File: src/rtl/branch_predictor.sv
// Fetch-stage branch predictor: table of saturating counters indexed by PC
// (optionally XOR global history), static JAL redirect, and execute-stage
// misprediction recovery with a 2-cycle penalty.
module branch_predictor #(
    parameter int WIDTH    = 32,
    parameter int ENTRIES  = 16,
    parameter int CNT_BITS = 2,
    parameter int GHR_BITS = 0
) (
    input  logic             clk,
    input  logic             rst,
    input  logic [WIDTH-1:0] PCF,
    input  logic [31:0]      InstrF,
    input  logic             stall,
    input  logic             BranchE,
    input  logic             TakenE,
    input  logic [WIDTH-1:0] PCTargetE,
    input  logic [WIDTH-1:0] PCPlus4E,
    output logic             PCBPUSrc,
    output logic [WIDTH-1:0] PCBPU,
    output logic             flushBranch
);

    localparam int IDX_W = $clog2(ENTRIES);
    localparam logic [CNT_BITS-1:0] CNT_RST = CNT_BITS'((1 << (CNT_BITS - 1)) - 1);
    localparam logic [CNT_BITS-1:0] CNT_MAX = '1;
    localparam logic [6:0] OP_BRANCH = 7'b1100011;
    localparam logic [6:0] OP_JAL    = 7'b1101111;

    // Fetch-side decode and immediates
    logic             w_is_b;
    logic             w_is_jal;
    logic [12:0]      w_bimm13;
    logic [20:0]      w_jimm21;
    logic [WIDTH-1:0] w_bimm;
    logic [WIDTH-1:0] w_jimm;
    logic [IDX_W-1:0] w_ghr_ext;
    logic [IDX_W-1:0] w_idx_f;
    logic             w_pred_f;

    // Pattern history table
    logic [CNT_BITS-1:0] r_pht [ENTRIES];

    // Per-fetch metadata carried down the pipe
    logic             r_d_vld;
    logic             r_d_pt;
    logic [IDX_W-1:0] r_d_idx;
    logic             r_e_vld;
    logic             r_e_pt;
    logic [IDX_W-1:0] r_e_idx;

    // Execute-side resolution
    logic                w_upd;
    logic                w_mispred;
    logic [CNT_BITS-1:0] w_cnt_e;
    logic [CNT_BITS-1:0] w_cnt_nxt;

    assign w_is_b   = (InstrF[6:0] == OP_BRANCH);
    assign w_is_jal = (InstrF[6:0] == OP_JAL);
    assign w_bimm13 = {InstrF[31], InstrF[7], InstrF[30:25], InstrF[11:8], 1'b0};
    assign w_jimm21 = {InstrF[31], InstrF[19:12], InstrF[20], InstrF[30:21], 1'b0};
    assign w_bimm   = WIDTH'($signed(w_bimm13));
    assign w_jimm   = WIDTH'($signed(w_jimm21));

    assign w_idx_f  = PCF[IDX_W+1:2] ^ w_ghr_ext;
    // Read sees the pre-edge table; an update to the same entry lands next cycle.
    assign w_pred_f = r_pht[w_idx_f][CNT_BITS-1];

    // Only branches whose metadata survived to execute train the predictor.
    assign w_upd     = BranchE & r_e_vld;
    assign w_mispred = w_upd & (TakenE != r_e_pt);
    assign flushBranch = w_mispred;

    // Global history: shifted with each resolved branch outcome (non-speculative).
    generate
        if (GHR_BITS > 0) begin : g_ghr
            logic [GHR_BITS-1:0] r_ghr;

            // History shift register, updated only on a valid resolution
            always_ff @(posedge clk or posedge rst) begin
                if (rst)
                    r_ghr <= '0;
                else if (w_upd)
                    r_ghr <= GHR_BITS'({r_ghr, TakenE});
            end

            assign w_ghr_ext = IDX_W'(r_ghr);
        end else begin : g_no_ghr
            assign w_ghr_ext = '0;
        end
    endgenerate

    // Redirect select: execute-stage recovery beats any fetch-stage prediction
    always_comb begin
        PCBPUSrc = 1'b0;
        PCBPU    = '0;
        if (w_mispred) begin
            PCBPUSrc = 1'b1;
            PCBPU    = TakenE ? PCTargetE : PCPlus4E;
        end else if (w_is_jal) begin
            PCBPUSrc = 1'b1;
            PCBPU    = PCF + w_jimm;
        end else if (w_is_b && w_pred_f) begin
            PCBPUSrc = 1'b1;
            PCBPU    = PCF + w_bimm;
        end
    end

    // Saturating next value of the counter being trained
    always_comb begin
        w_cnt_e   = r_pht[r_e_idx];
        w_cnt_nxt = w_cnt_e;
        if (TakenE) begin
            if (w_cnt_e != CNT_MAX)
                w_cnt_nxt = w_cnt_e + 1'b1;
        end else begin
            if (w_cnt_e != '0)
                w_cnt_nxt = w_cnt_e - 1'b1;
        end
    end

    // Counter table: reset to weakly not-taken, trained at execute
    always_ff @(posedge clk or posedge rst) begin
        if (rst) begin
            for (int i = 0; i < ENTRIES; i++)
                r_pht[i] <= CNT_RST;
        end else if (w_upd) begin
            r_pht[r_e_idx] <= w_cnt_nxt;
        end
    end

    // F->D metadata: only conditional branches are marked valid; flush kills it
    always_ff @(posedge clk or posedge rst) begin
        if (rst) begin
            r_d_vld <= 1'b0;
            r_d_pt  <= 1'b0;
            r_d_idx <= '0;
        end else if (w_mispred) begin
            r_d_vld <= 1'b0;
        end else if (!stall) begin
            r_d_vld <= w_is_b;
            r_d_pt  <= w_pred_f;
            r_d_idx <= w_idx_f;
        end
    end

    // D->E metadata: bubble inserted on stall or flush
    always_ff @(posedge clk or posedge rst) begin
        if (rst) begin
            r_e_vld <= 1'b0;
            r_e_pt  <= 1'b0;
            r_e_idx <= '0;
        end else if (stall || w_mispred) begin
            r_e_vld <= 1'b0;
        end else begin
            r_e_vld <= r_d_vld;
            r_e_pt  <= r_d_pt;
            r_e_idx <= r_d_idx;
        end
    end

endmodule

File: config.mk
export PLATFORM = sky130hd
export DESIGN_NAME = branch_predictor
export DESIGN_NICKNAME = d
export VERILOG_FILES = /design/src/rtl/branch_predictor.sv
export SDC_FILE = /design/constraint.sdc
export NUM_CORES = 1
export LEC_CHECK = 0
export ABC_AREA = 0
export BUFFER_PORTS_ARGS = -buffer_cell sky130_fd_sc_hd__clkbuf_2
export CORE_MARGIN = 2
export CORE_UTILIZATION = 54
export CTS_CLUSTER_DIAMETER = 100
export DETAILED_ROUTE_END_ITERATION = 6
export HOLD_SLACK_MARGIN = 0.05
export PLACE_DENSITY = 0.82
export RECOVER_POWER = 25
export SYNTH_ARGS = -nofsm -noshare
export SYNTH_HDL_FRONTEND = slang
export SYNTH_SLANG_ARGS = --single-unit
File: constraint.sdc
create_clock -name clk -period 4.1 [get_ports clk]
set_input_delay 0.615 -clock clk [delete_from_list [all_inputs] [get_ports clk]]
set_output_delay 0.615 -clock clk [all_outputs]
set_load 0.02 [all_outputs]
==> run metrics, run 1 <==
clk sinks=between 40 and 50; post-route clock period utilization=0.979; maximum level of the CTS H-tree=2; CTS tree=done; Cell variety after synth=65; Hold Path Class=flop to flop; CTS Hold Bufs=0; dpl cells=roughly 1000; Routed WL per cell=19.1 microns; CP Class=input port to output port; IO buf count=166; TNS Setup=0 ps; Slew headroom=-0.504; Post-DRT Antenna Nets=0; Worst setup SP type=input port; synthesized area=5920 sq um; Synth Instances=703; synthesized net count=881; DRT Wirelength=19500 microns; Finished Cell Area=a little over 7000 sq um; Post-synth ARST share=1.00; Critical Path, Cell by Cell=clkbuf_2 -> ha_1 -> nand2_1 -> o21ai_0 -> o21ai_0 -> a221oi_2 -> o21ai_1 -> a211o_1 -> a2111oi_2 -> buf_4 -> a211o_1 -> clkbuf_2; fin. max-slew vios=between 40 and 50; Power Density=197 nW/um^2; Hold WS=~510 ps; total track usage=0.321; gpl congestion=1.02; Die Ht=109 microns; crit-path max cell delay=430 ps; DR DRC count=0; hpwl dp=15400 microns; Worst-Margin Slew=~2300 ps; final cell count without fillers=1018; fillcell total=914; TritonCTS buffer count=5; initial antenna violation count=0; Final setup viols=0; CP arrival=3400 ps; Util after Layout=0.670; Die ar.=between 10000 and 15000 sq um; core area=10700 sq um; antenna diode count=0; dominant synthesized flop cell=dfrtp_1; P&R area growth vs syn=21.6%; worst vdd ir=roughly 0.00024 V; Vias=around 6600; Max Buffers Root-to-Sink=2; max-cap viol count=1; outcome=finished, violations left; Final Skew=6.59 ps; grt total ovfl=0; vias in the first global route=6318; Fin. Hold Viols=0; crit path max-delay cell type=a2111oi_2; Via-to-Cell Ratio=6.50; Crit. End Element=output port; Design Power=about 1.4 mW; Post-synth EDFFs=0; RSZ-0062 raised after global routing=true; worst skew pair latency=300 ps; leakage power=3.41 nW; Final nets=1055; first-pass iteration count of the detailed router=5; DRT iter0 DRCs=623; first-pass GRT wire length=30400 microns; Root Buffer=clkbuf_8; Setup WS post-layout=84.9 ps; layout cells sized above 1=0.352; Worst EP required=around 3500 ps; # rows=38; die width=~110 microns; share of the yosys chip area belonging to registers=0.189; FMAX=0.249 GHz; failing checks=max-capacitance violations, max-slew violations; largest net degree at the start of global routing=45; Area after DPL=7090 sq um; FF+latch count, synth=44; IO Count=167; Initial Util=0.551; Mean Syn Cell Area=8.42 sq um; Syn. warnings=0; Worst-path clk slew=80 ps; CP max FO=4; Min Clock Period, post-route=4020 ps; worst slack, placed=-159 ps
-- timing repair --
action                                  in CTS  in global routing
setup buffers                                0                  0
resized for setup                            2                 11
endpoints found under the hold margin        0                  0
endpoints found under the setup margin       1                  8
-- cells by family (layout without fill, tap and decap cells) --
| kind of cell | count (synthesis) | count (layout) | synth area share |
|---|---|---|---|
| compound gates | 234 | 234 | 0.270 |
| mux | 95 | 95 | 0.202 |
| buf+inv | 58 | 233 | 0.0391 |
| fa+ha+maj | 47 | 47 | 0.101 |
| simple gates | 204 | 204 | 0.168 |
| xor+xnor | 21 | 21 | 0.0311 |
| flops | 44 | 44 | 0.189 |
-- state kept, by name (all words and copies together), names as in the netlist --
| name | cells |
|---|---|
| r_d_idx | 4 |
| r_d_pt | 1 |
| r_d_vld | 1 |
| r_e_idx | 4 |
| r_e_pt | 1 |
| r_e_vld | 1 |
| r_pht | 32 |
-- cells in the mapped netlist (10+ instances only) --
| library cell | n | area share |
|---|---|---|
| a211oi_1 | 12 | 0.015 |
| a21o_1 | 14 | 0.018 |
| a21oi_1 | 56 | 0.047 |
| clkbuf_1 | 31 | 0.020 |
| dfrtp_1 | 28 | 0.12 |
| dfstp_2 | 16 | 0.071 |
| ha_1 | 43 | 0.091 |
| inv_1 | 17 | 0.011 |
| mux2_2 | 46 | 0.087 |
| mux2i_1 | 34 | 0.057 |
| mux4_2 | 15 | 0.057 |
| nand2_1 | 48 | 0.030 |
| nand2b_1 | 12 | 0.013 |
| nand3_1 | 18 | 0.015 |
| nand4_1 | 11 | 0.012 |
| nor2_1 | 51 | 0.032 |
| nor3_1 | 19 | 0.016 |
| o21a_1 | 10 | 0.013 |
| o21ai_0 | 40 | 0.034 |
| o31ai_1 | 10 | 0.013 |
| xnor2_1 | 10 | 0.015 |
| xor2_1 | 11 | 0.016 |
-- path summary, 6_finish.rpt --
| check | from | end | slack (ps) | depth (start not counted) |
|---|---|---|---|---|
| worst max-delay path | PCF[5] | PCBPU[26] | 80 | 12 |
| worst min-delay path | r_d_idx[2] | r_e_idx[2] | 510 | 1 |
| worst max register to register | r_e_idx[0] | r_pht[13] | 1080 | 4 |
| worst min register to register | r_d_idx[2] | r_e_idx[2] | 510 | 1 |
| max in group asynchronous | rst | r_pht[17] | 1700 | 3 |
| min in group asynchronous | rst | r_pht[9] | 1120 | 3 |
-- metal layers --
layer	track usage	routed length [microns]
met2	0.561	9490
met1	0.402	7680
met4	0.117	588
met5	0	0
met3	0.0454	1710
-- layout make-up --
| class | instances | area [sq um] | share of cell area |
|---|---|---|---|
| Clock buffer | 7 | 76.3 | 0.0106 |
| Clock inverter | 1 | 5.00 | 0.000695 |
| Inverter | 17 | 63.8 | 0.00886 |
| Multi-Input combinational cell | 601 | 4600 | 0.639 |
| Sequential cell | 44 | 1120 | 0.156 |
| Tap cell | 140 | 175 | 0.0243 |
| Timing Repair Buffer | 208 | 1150 | 0.160 |
-- power by group --
group	leakage (nW)	total (mW)	switching, mW	internal [mW]
combinational	2.83	0.686	0.387	0.299
sequential	0.538	0.474	0.0286	0.446
clock	0.0422	0.260	0.141	0.120
total	3.41	1.42	0.556	0.864
-- critical path, delay by kind of cell --
kind	cells	cell delay [ps]
and+or+nand+nor	1	110
AOI/OAI and AO/OA	7	1860
adders and majority gates	1	350
buffers and inverters	3	460
-- placed cells by master (no fill, tap or decap), drive strengths merged, types with 9 or more instances in the layout --
master,netlist,routed
a211oi,12,12
a21o,14,14
a21oi,56,56
a221oi,9,9
a31oi,9,9
buf,10,41
clkbuf,31,174
dfrtp,28,28
dfstp,16,16
ha,43,43
inv,17,17
mux2,46,46
mux2i,34,34
mux4,15,15
nand2,48,48
nand2b,12,12
nand3,18,18
nand4,11,11
nor2,51,51
nor3,19,19
o21a,10,10
o21ai,44,44
o31ai,10,10
xnor2,10,10
xor2,11,11
Note: power is estimated with default switching activity, not from simulation.
==> run 2: changes to the inputs <==
--- a/config.mk
+++ b/config.mk
@@ -12,7 +12,7 @@
 export CTS_CLUSTER_DIAMETER = 100
 export DETAILED_ROUTE_END_ITERATION = 6
 export HOLD_SLACK_MARGIN = 0.05
-export PLACE_DENSITY = 0.82
+export PLACE_DENSITY = 0.89
 export RECOVER_POWER = 25
 export SYNTH_ARGS = -nofsm -noshare
 export SYNTH_HDL_FRONTEND = slang
==> run metrics, run 2 (same netlist as run 1, synthesis figures left out) <==
biggest regs=r_pht (32), r_d_idx (4), r_e_idx (4) (unchanged); Finished Cell Area=7300 sq um (was 7200 sq um); TNS Setup=0 ps (unchanged); Post-DRT Antenna Nets=0 (unchanged); leading cell type in the layout, fill and taps excluded=clkbuf_2 (unchanged); vias in the first global route=6368 (was 6318); Via-to-Cell Ratio=6.45 (was 6.50); maximum level of the CTS H-tree=2 (unchanged); worst skew pair latency=300 ps (about the same); worst slack, placed=-7.51 ps (was -159 ps); Initial Util=0.551 (unchanged); hpwl dp=15400 microns (about the same); initial antenna violation count=0 (unchanged); fin. max-slew vios=45 (unchanged); core area=10700 sq um (unchanged); Gate power share=0.484 (was 0.483); largest register by flop count=r_pht (unchanged); Power Density=199 nW/um^2 (was 197 nW/um^2); fillcell total=912 (was 914); antenna diode count=0 (unchanged); failing checks=max-capacitance violations, max-slew violations (unchanged); CP delay by family, top=compound AO/OA/AOI/OAI gates (unchanged); Register Area=1120 sq um (unchanged); RSZ-0062 raised after global routing=false (was true); DR DRC count=0 (unchanged); gpl congestion=0.998 (was 1.02); crit path max-delay cell type=a2111oi_1 (was a2111oi_2); CP most frequent cell=clkbuf_2; IO Count=167 (unchanged); area of the multi-input gates=4620 sq um (was 4600 sq um); Die Ht=109 microns (unchanged); total track usage=0.319 (was 0.321); sw frac=0.384 (was 0.391); Min Clock Period, post-route=4000 ps (was 4020 ps); Routed WL per cell=19.0 microns (was 19.1 microns); cell internal pwr=0.894 mW (was 0.864 mW); Max Buffers Root-to-Sink=2 (unchanged); Final Skew=8.93 ps (was 6.59 ps); largest net degree at the start of global routing=45 (unchanged); outcome=finished, violations left (unchanged); post-route clock period utilization=0.976 (was 0.979); Area after DPL=7140 sq um (was 7090 sq um); Worst setup SP type=input port (unchanged); DRT Wirelength=19500 microns (about the same); Slew headroom=-0.467 (was -0.504); clk sinks=44 (unchanged); CP Class=input port to output port (unchanged); Root Buffer=clkbuf_8 (unchanged); layout cells sized above 1=0.365 (was 0.352); IO buf count=166 (unchanged); dpl cells=1015 (was 1010); Worst EP required=3480 ps (about the same); Vias=6618 (was 6619); # rows=38 (unchanged); Worst-Margin Slew=2200 ps (was 2260 ps); Sequential Power Share=0.326 (was 0.334); DRT iter0 DRCs=446 (was 623); Final setup viols=0 (unchanged); Util after Layout=0.680 (was 0.670); Crit. End Element=output port (unchanged); most frequent cells in the layout=clkbuf_2 (166), a21oi_1 (55), nor2_1 (50) (was clkbuf_2 (166), a21oi_1 (55), nor2_1 (51)); first-pass GRT wire length=30300 microns (was 30400 microns); Final nets=1063 (was 1055); die width=109 microns (unchanged); Fin. Hold Viols=0 (unchanged); FMAX=0.250 GHz (was 0.249 GHz); worst vdd ir=0.000231 V (was 0.000235 V); NetSw=0.558 mW (was 0.556 mW); CTS tree=done (unchanged); Worst-path clk slew=80 ps (about the same); Hold Path Class=flop to flop (unchanged); CP arrival=3390 ps (was 3400 ps); Critical Path, Cell by Cell=clkbuf_2 -> ha_1 -> nand2_1 -> o211ai_1 -> a41oi_2 -> a221o_1 -> a2111oi_1 -> o21ai_0 -> nor3b_1 -> o31ai_1 -> clkbuf_2 (was clkbuf_2 -> ha_1 -> nand2_1 -> o21ai_0 -> o21ai_0 -> a221oi_2 -> o21ai_1 -> a211o_1 -> a2111oi_2 -> buf_4 -> a211o_1 -> clkbuf_2); Die ar.=11800 sq um (unchanged); leakage power=3.47 nW (was 3.41 nW); grt total ovfl=0 (unchanged); Clock power frac=0.189 (was 0.183); TritonCTS buffer count=5 (unchanged); CP max FO=5 (was 4); Design Power=1.45 mW (was 1.42 mW); max reg flops=32 (unchanged); Hold WS=491 ps (was 508 ps); Setup WS post-layout=96.9 ps (was 84.9 ps); max-cap viol count=1 (unchanged); P&R area growth vs syn=23.4% (was 21.6%); final cell count without fillers=1026 (was 1018); first-pass iteration count of the detailed router=5 (unchanged); crit-path max cell delay=530 ps (was 430 ps); worst path bufs/invs=2 (was 3)
[run 2: cell types whose count changed in the layout (fill, tap and decap cells not counted), sizes merged]
cell / change
clkbuf: -1
clkinv: +1
buf: +8
[run 2: per-layer routing]
layer  track usage  share of wire  up-vias
li1              -              -     3082
met1         0.409           0.39     3070
met2         0.542           0.48      391
met3        0.0466          0.089       75
met4         0.129          0.035        0
met5             0              0        -
[run 2: worst reg2reg max path, stage by stage (launching register included)]
cell and delay, ps:
dfrtp_1 810, mux4_2 600, mux4_2 490, maj3_1 580, mux2_2 380
[run 2: worst paths after layout]
kind	start	end	slack, ps	cells past startpoint
hold reg to reg	r_d_vld	r_e_vld	490	1
setup reg to reg	r_e_idx[0]	r_pht[7]	1130	4
setup / recovery	PCF[4]	PCBPU[23]	100	11
hold / removal	r_d_vld	r_e_vld	490	1
min in group asynchronous	rst	r_pht[31]	1090	3
max in group asynchronous	rst	r_pht[3]	1760	3
[run 2: cell type report]
type,instances,area share
timing repair buffer,216,0.168
sequential,44,0.153
clock buffer,6,0.0113
inverter,17,0.00874
multi-input combinational,601,0.633
tap,140,0.0240
clock inverter,2,0.00137
[run 2: repair_timing]
| action | 4_1_cts | 5_1_grt |
|---|---|---|
| setup buffers | 0 | 3 |
| resized for setup | 1 | 17 |
| pin swaps | 0 | 1 |
| hold buffers | 0 | 0 |
| endpoints found under the setup margin | 1 | 12 |
[run 2: power by group through the flow]
stage | logic [mW] | clock network, mW | registers (mW)
after global routing | 0.763 | 0.298 | 0.478
after CTS | 0.672 | 0.282 | 0.474
after detailed placement | 0.668 | 0 | 0.483
after floorplan | 0.450 | 0 | 0.461
final | 0.703 | 0.275 | 0.474
after global placement | 0.650 | 0 | 0.480
==> run 3: changes to the inputs <==
==> constraint.sdc (replaced) <==
create_clock -name clk -period 4.1 [get_ports clk]
set_input_delay 1.025 -clock clk [delete_from_list [all_inputs] [get_ports clk]]
set_output_delay 1.025 -clock clk [all_outputs]
set_load 0.02 [all_outputs]
==> run metrics, run 3 <==
Post-synth top cells=a21oi_1 (56), nor2_1 (51), nand2_1 (48) (unchanged); total track usage=0.827; grt total ovfl=187; dominant synthesized flop cell=dfrtp_1 (unchanged); IO buf count=166 (unchanged); die width=109 microns (unchanged); Area after DPL=8220 sq um (was 7140 sq um); synthesized area=5920 sq um (unchanged); Synth Instances=703 (unchanged); FF+latch count, synth=44 (unchanged); grt repair worst endpoint=PCBPU[26]; area leader, netlist=dfrtp_1 (unchanged); # rows=38 (unchanged); share of the yosys chip area belonging to registers=0.189 (unchanged); Initial Util=0.551 (unchanged); gpl congestion=0.973 (was 0.998); first error=[ERROR GRT-0232] Routing congestion too high. Check the congestion heatmap in the GUI.; dpl cells=1133 (was 1015); Syn. warnings=0 (unchanged); Cell variety after synth=65 (unchanged); Fail Step=global routing (5_1_grt); CTS Hold Bufs=0 (unchanged); Synth area leaders=dfrtp_1 (12%), ha_1 (9.1%), mux2_2 (8.7%), dfstp_2 (7.1%), mux2i_1 (5.7%) (unchanged); Mean Syn Cell Area=8.42 sq um (unchanged); most frequent cell after synthesis=a21oi_1 (unchanged); outcome=stopped before the end (was finished, violations left); clk sinks=44 (unchanged); TritonCTS buffer count=5 (unchanged); hpwl dp=17800 microns (was 15400 microns); Post-synth EDFFs=0 (unchanged); Die Ht=109 microns (unchanged); maximum level of the CTS H-tree=2 (unchanged); IO Count=167 (unchanged); synthesized net count=881 (unchanged); largest net degree at the start of global routing=between 40 and 50; worst ep type=output port; Root Buffer=clkbuf_8 (unchanged); Max Buffers Root-to-Sink=2 (unchanged); top cell type's share of synthesized area=0.118 (unchanged); Post-synth ARST share=1.00 (unchanged)
[run 3: cell counts after synthesis]
Identical to the previous run, type by type.
[run 3: repair_timing]
action,CTS
setup buffers,17
resized for setup,160
gates cloned,2
pin swaps,62
endpoints found under the setup margin,33
[run 3: stage by stage]
step | setup TNS (ps) | worst slack, ps
after floorplan | -188 | -56.0
after global placement | -11580 | -495
after detailed placement | -13910 | -594
after CTS | -6600 | -374
[run 3: layer usage]
metal | track usage | GRT overflow
met1 | 0.781 | 1
met2 | 1.00 | 107
met3 | 0.660 | 1
met4 | 0.936 | 78
met5 | 0.326 | 0
[run 3: logic make-up after synthesis]
group | Yosys count | share of synthesized area
AOI/OAI and AO/OA | 234 | 0.270
and+or+nand+nor | 204 | 0.168
muxes | 95 | 0.202
buffers and inverters | 58 | 0.0391
adders and majority gates | 47 | 0.101
DFF | 44 | 0.189
xor gates and xnor gates | 21 | 0.0311
==> run 4: changes to the inputs <==
--- a/config.mk
+++ b/config.mk
@@ -8,11 +8,9 @@
 export ABC_AREA = 0
 export BUFFER_PORTS_ARGS = -buffer_cell sky130_fd_sc_hd__clkbuf_2
 export CORE_MARGIN = 2
-export CORE_UTILIZATION = 54
-export CTS_CLUSTER_DIAMETER = 100
+export CORE_UTILIZATION = 40
 export DETAILED_ROUTE_END_ITERATION = 6
-export HOLD_SLACK_MARGIN = 0.05
-export PLACE_DENSITY = 0.89
+export PLACE_DENSITY_LB_ADDON = 0.15
 export RECOVER_POWER = 25
 export SYNTH_ARGS = -nofsm -noshare
 export SYNTH_HDL_FRONTEND = slang
==> run metrics, run 4 (same netlist as run 1, synthesis figures left out) <==
Crit. End Element=output port; Worst-path clk slew=60 ps; Max Buffers Root-to-Sink=2 (unchanged); outcome=finished, violations left (was stopped before the end); Register Area=between 1000 and 1500 sq um; antenna diode count=0; worst slack, placed=-758 ps (was -594 ps); largest net degree at the start of global routing=45; hpwl dp=17100 microns (was 17800 microns); crit-path max cell delay=440 ps; Vias=about 7300; worst r2r dst=r_pht[1]; grt total ovfl=0; Hold Path Class=flop to flop; r2r startpoint=r_e_idx[0]; Final Skew=8.10 ps; Clock power frac=0.196; IO buf count=166 (unchanged); dpl cells=1200 (was 1133); Die Ht=126 microns (was 109 microns); DRT iter0 DRCs=463; Slew headroom=-0.526; worst vdd ir=roughly 0.00030 V; reg2reg path depth=4; max reg flops=32; worst path bufs/invs=3; Finished Cell Area=about 10000 sq um; Via-to-Cell Ratio=5.89; sw frac=0.368; Gate power share=0.559; critical path depth=13; # rows=44 (was 38); fillcell total=approximately 1100; DR DRC count=0; Initial Util=0.409 (was 0.551); vias in the first global route=approximately 7300; Fin. Hold Viols=0; maximum level of the CTS H-tree=2 (unchanged); Critical Path, Cell by Cell=buf_8 -> ha_4 -> fa_2 -> a21oi_2 -> o211ai_1 -> a41oi_2 -> a221o_2 -> buf_4 -> a2111oi_4 -> o21ai_2 -> nor3b_4 -> o31ai_4 -> clkbuf_8; CP arrival=roughly 3500 ps; Util after Layout=0.688; Area after DPL=8450 sq um (was 8220 sq um); Power Density=195 nW/um^2; Setup WS post-layout=-466 ps; Final setup viols=33; post-route clock period utilization=1.11; CTS tree=done; Root Buffer=clkbuf_16 (was clkbuf_8); most frequent cells in the layout=buf_4 (209), clkbuf_2 (124), nor2_1 (47); leakage power=4.56 nW; Min Clock Period, post-route=approximately 4600 ps; worst skew pair latency=290 ps; CTS Hold Bufs=0 (unchanged); first-pass GRT wire length=35200 microns; max-cap viol count=1; leading cell type in the layout, fill and taps excluded=buf_4; crit path to=PCBPU[23]; failing checks=max-capacitance violations, max-slew violations, negative setup slack; TritonCTS buffer count=5 (unchanged); largest register by flop count=r_pht; initial antenna violation count=0; core area=14500 sq um; Final nets=around 1200; P&R area growth vs syn=68.3%; CP Class=input port to output port; die width=126 microns (was 109 microns); clk sinks=44 (unchanged); R2R Setup Slk=between 1000 and 1500 ps; Worst setup SP type=input port; DRT Wirelength=23100 microns; total track usage=0.269; first-pass iteration count of the detailed router=5; cell internal pwr=1.23 mW; Worst-Margin Slew=2290 ps; Hold Path Depth=1; NetSw=0.713 mW; IO Count=167 (unchanged); crit path max-delay cell type=a221o_2; gpl congestion=0.920 (was 0.973); layout cells sized above 1=0.581; Setup crit start=InstrF[8]; Post-DRT Antenna Nets=0; fin. max-slew vios=45; Routed WL per cell=18.6 microns; Die ar.=15800 sq um; RSZ-0062 raised after global routing=true; area of the multi-input gates=5580 sq um; FMAX=0.219 GHz; biggest regs=r_pht (32), r_d_idx (4), r_e_idx (4); CP delay by family, top=compound AO/OA/AOI/OAI gates; Sequential Power Share=0.245; Worst EP required=3070 ps; CP max FO=5; final cell count without fillers=~1200
==> run 4: timing repair <==
item | 4_1_cts | 5_1_grt
cloned | 0 | 0
setup buffers | 13 | 20
setup endpoints to repair | 33 | 33
pin swaps | 54 | 52
resized for setup | 128 | 149
==> run 4: cell type report <==
cell class	count	share of cell area
Multi-Input combinational cell	601	0.560
Timing Repair Buffer	386	0.284
Sequential cell	44	0.113
Tap cell	184	0.0231
Clock buffer	7	0.0133
Inverter	17	0.00665
Clock inverter	1	0.000502
==> run 4: power groups by stage <==
stage / combinational [mW] / sequential (mW) / clock [mW]
6_report: 1.08 / 0.475 / 0.380
2_1_floorplan: 0.482 / 0.461 / 0
3_3_place_gp: 0.829 / 0.481 / 0
4_1_cts: 0.947 / 0.475 / 0.386
3_5_place_dp: 0.848 / 0.482 / 0
5_1_grt: 1.15 / 0.478 / 0.405
==> run 4: how the worst min path moves through the flow <==
stage                       to  startpoint
global route        r_d_idx[2]  r_d_idx[2]
floorplan              r_e_vld     r_d_vld
global placement    r_e_idx[2]  r_d_idx[2]
detailed placement  r_d_idx[3]  r_d_idx[3]
finish                 r_e_vld     r_d_vld
CTS                 r_d_idx[0]  r_d_idx[0]
==> run 4: layer usage <==
layer  GRT usage  up-vias  routed length [microns]
li1            -     3416                        -
met1       0.329     3472                     9250
met2       0.484      356                    11700
met3      0.0353       65                     1430
met4      0.0941        0                      671
met5           0        -                        0
==> run 4: metrics by stage <==
stage          total power [mW]  TNS (ps)  hold slack, ps
5_1_grt                    2.04    -10780             523
6_report                   1.94     -8450             505
3_5_place_dp               1.33    -14330             494
3_3_place_gp               1.31    -13160             482
4_1_cts                    1.81     -7850             508
2_1_floorplan             0.943      -188             453
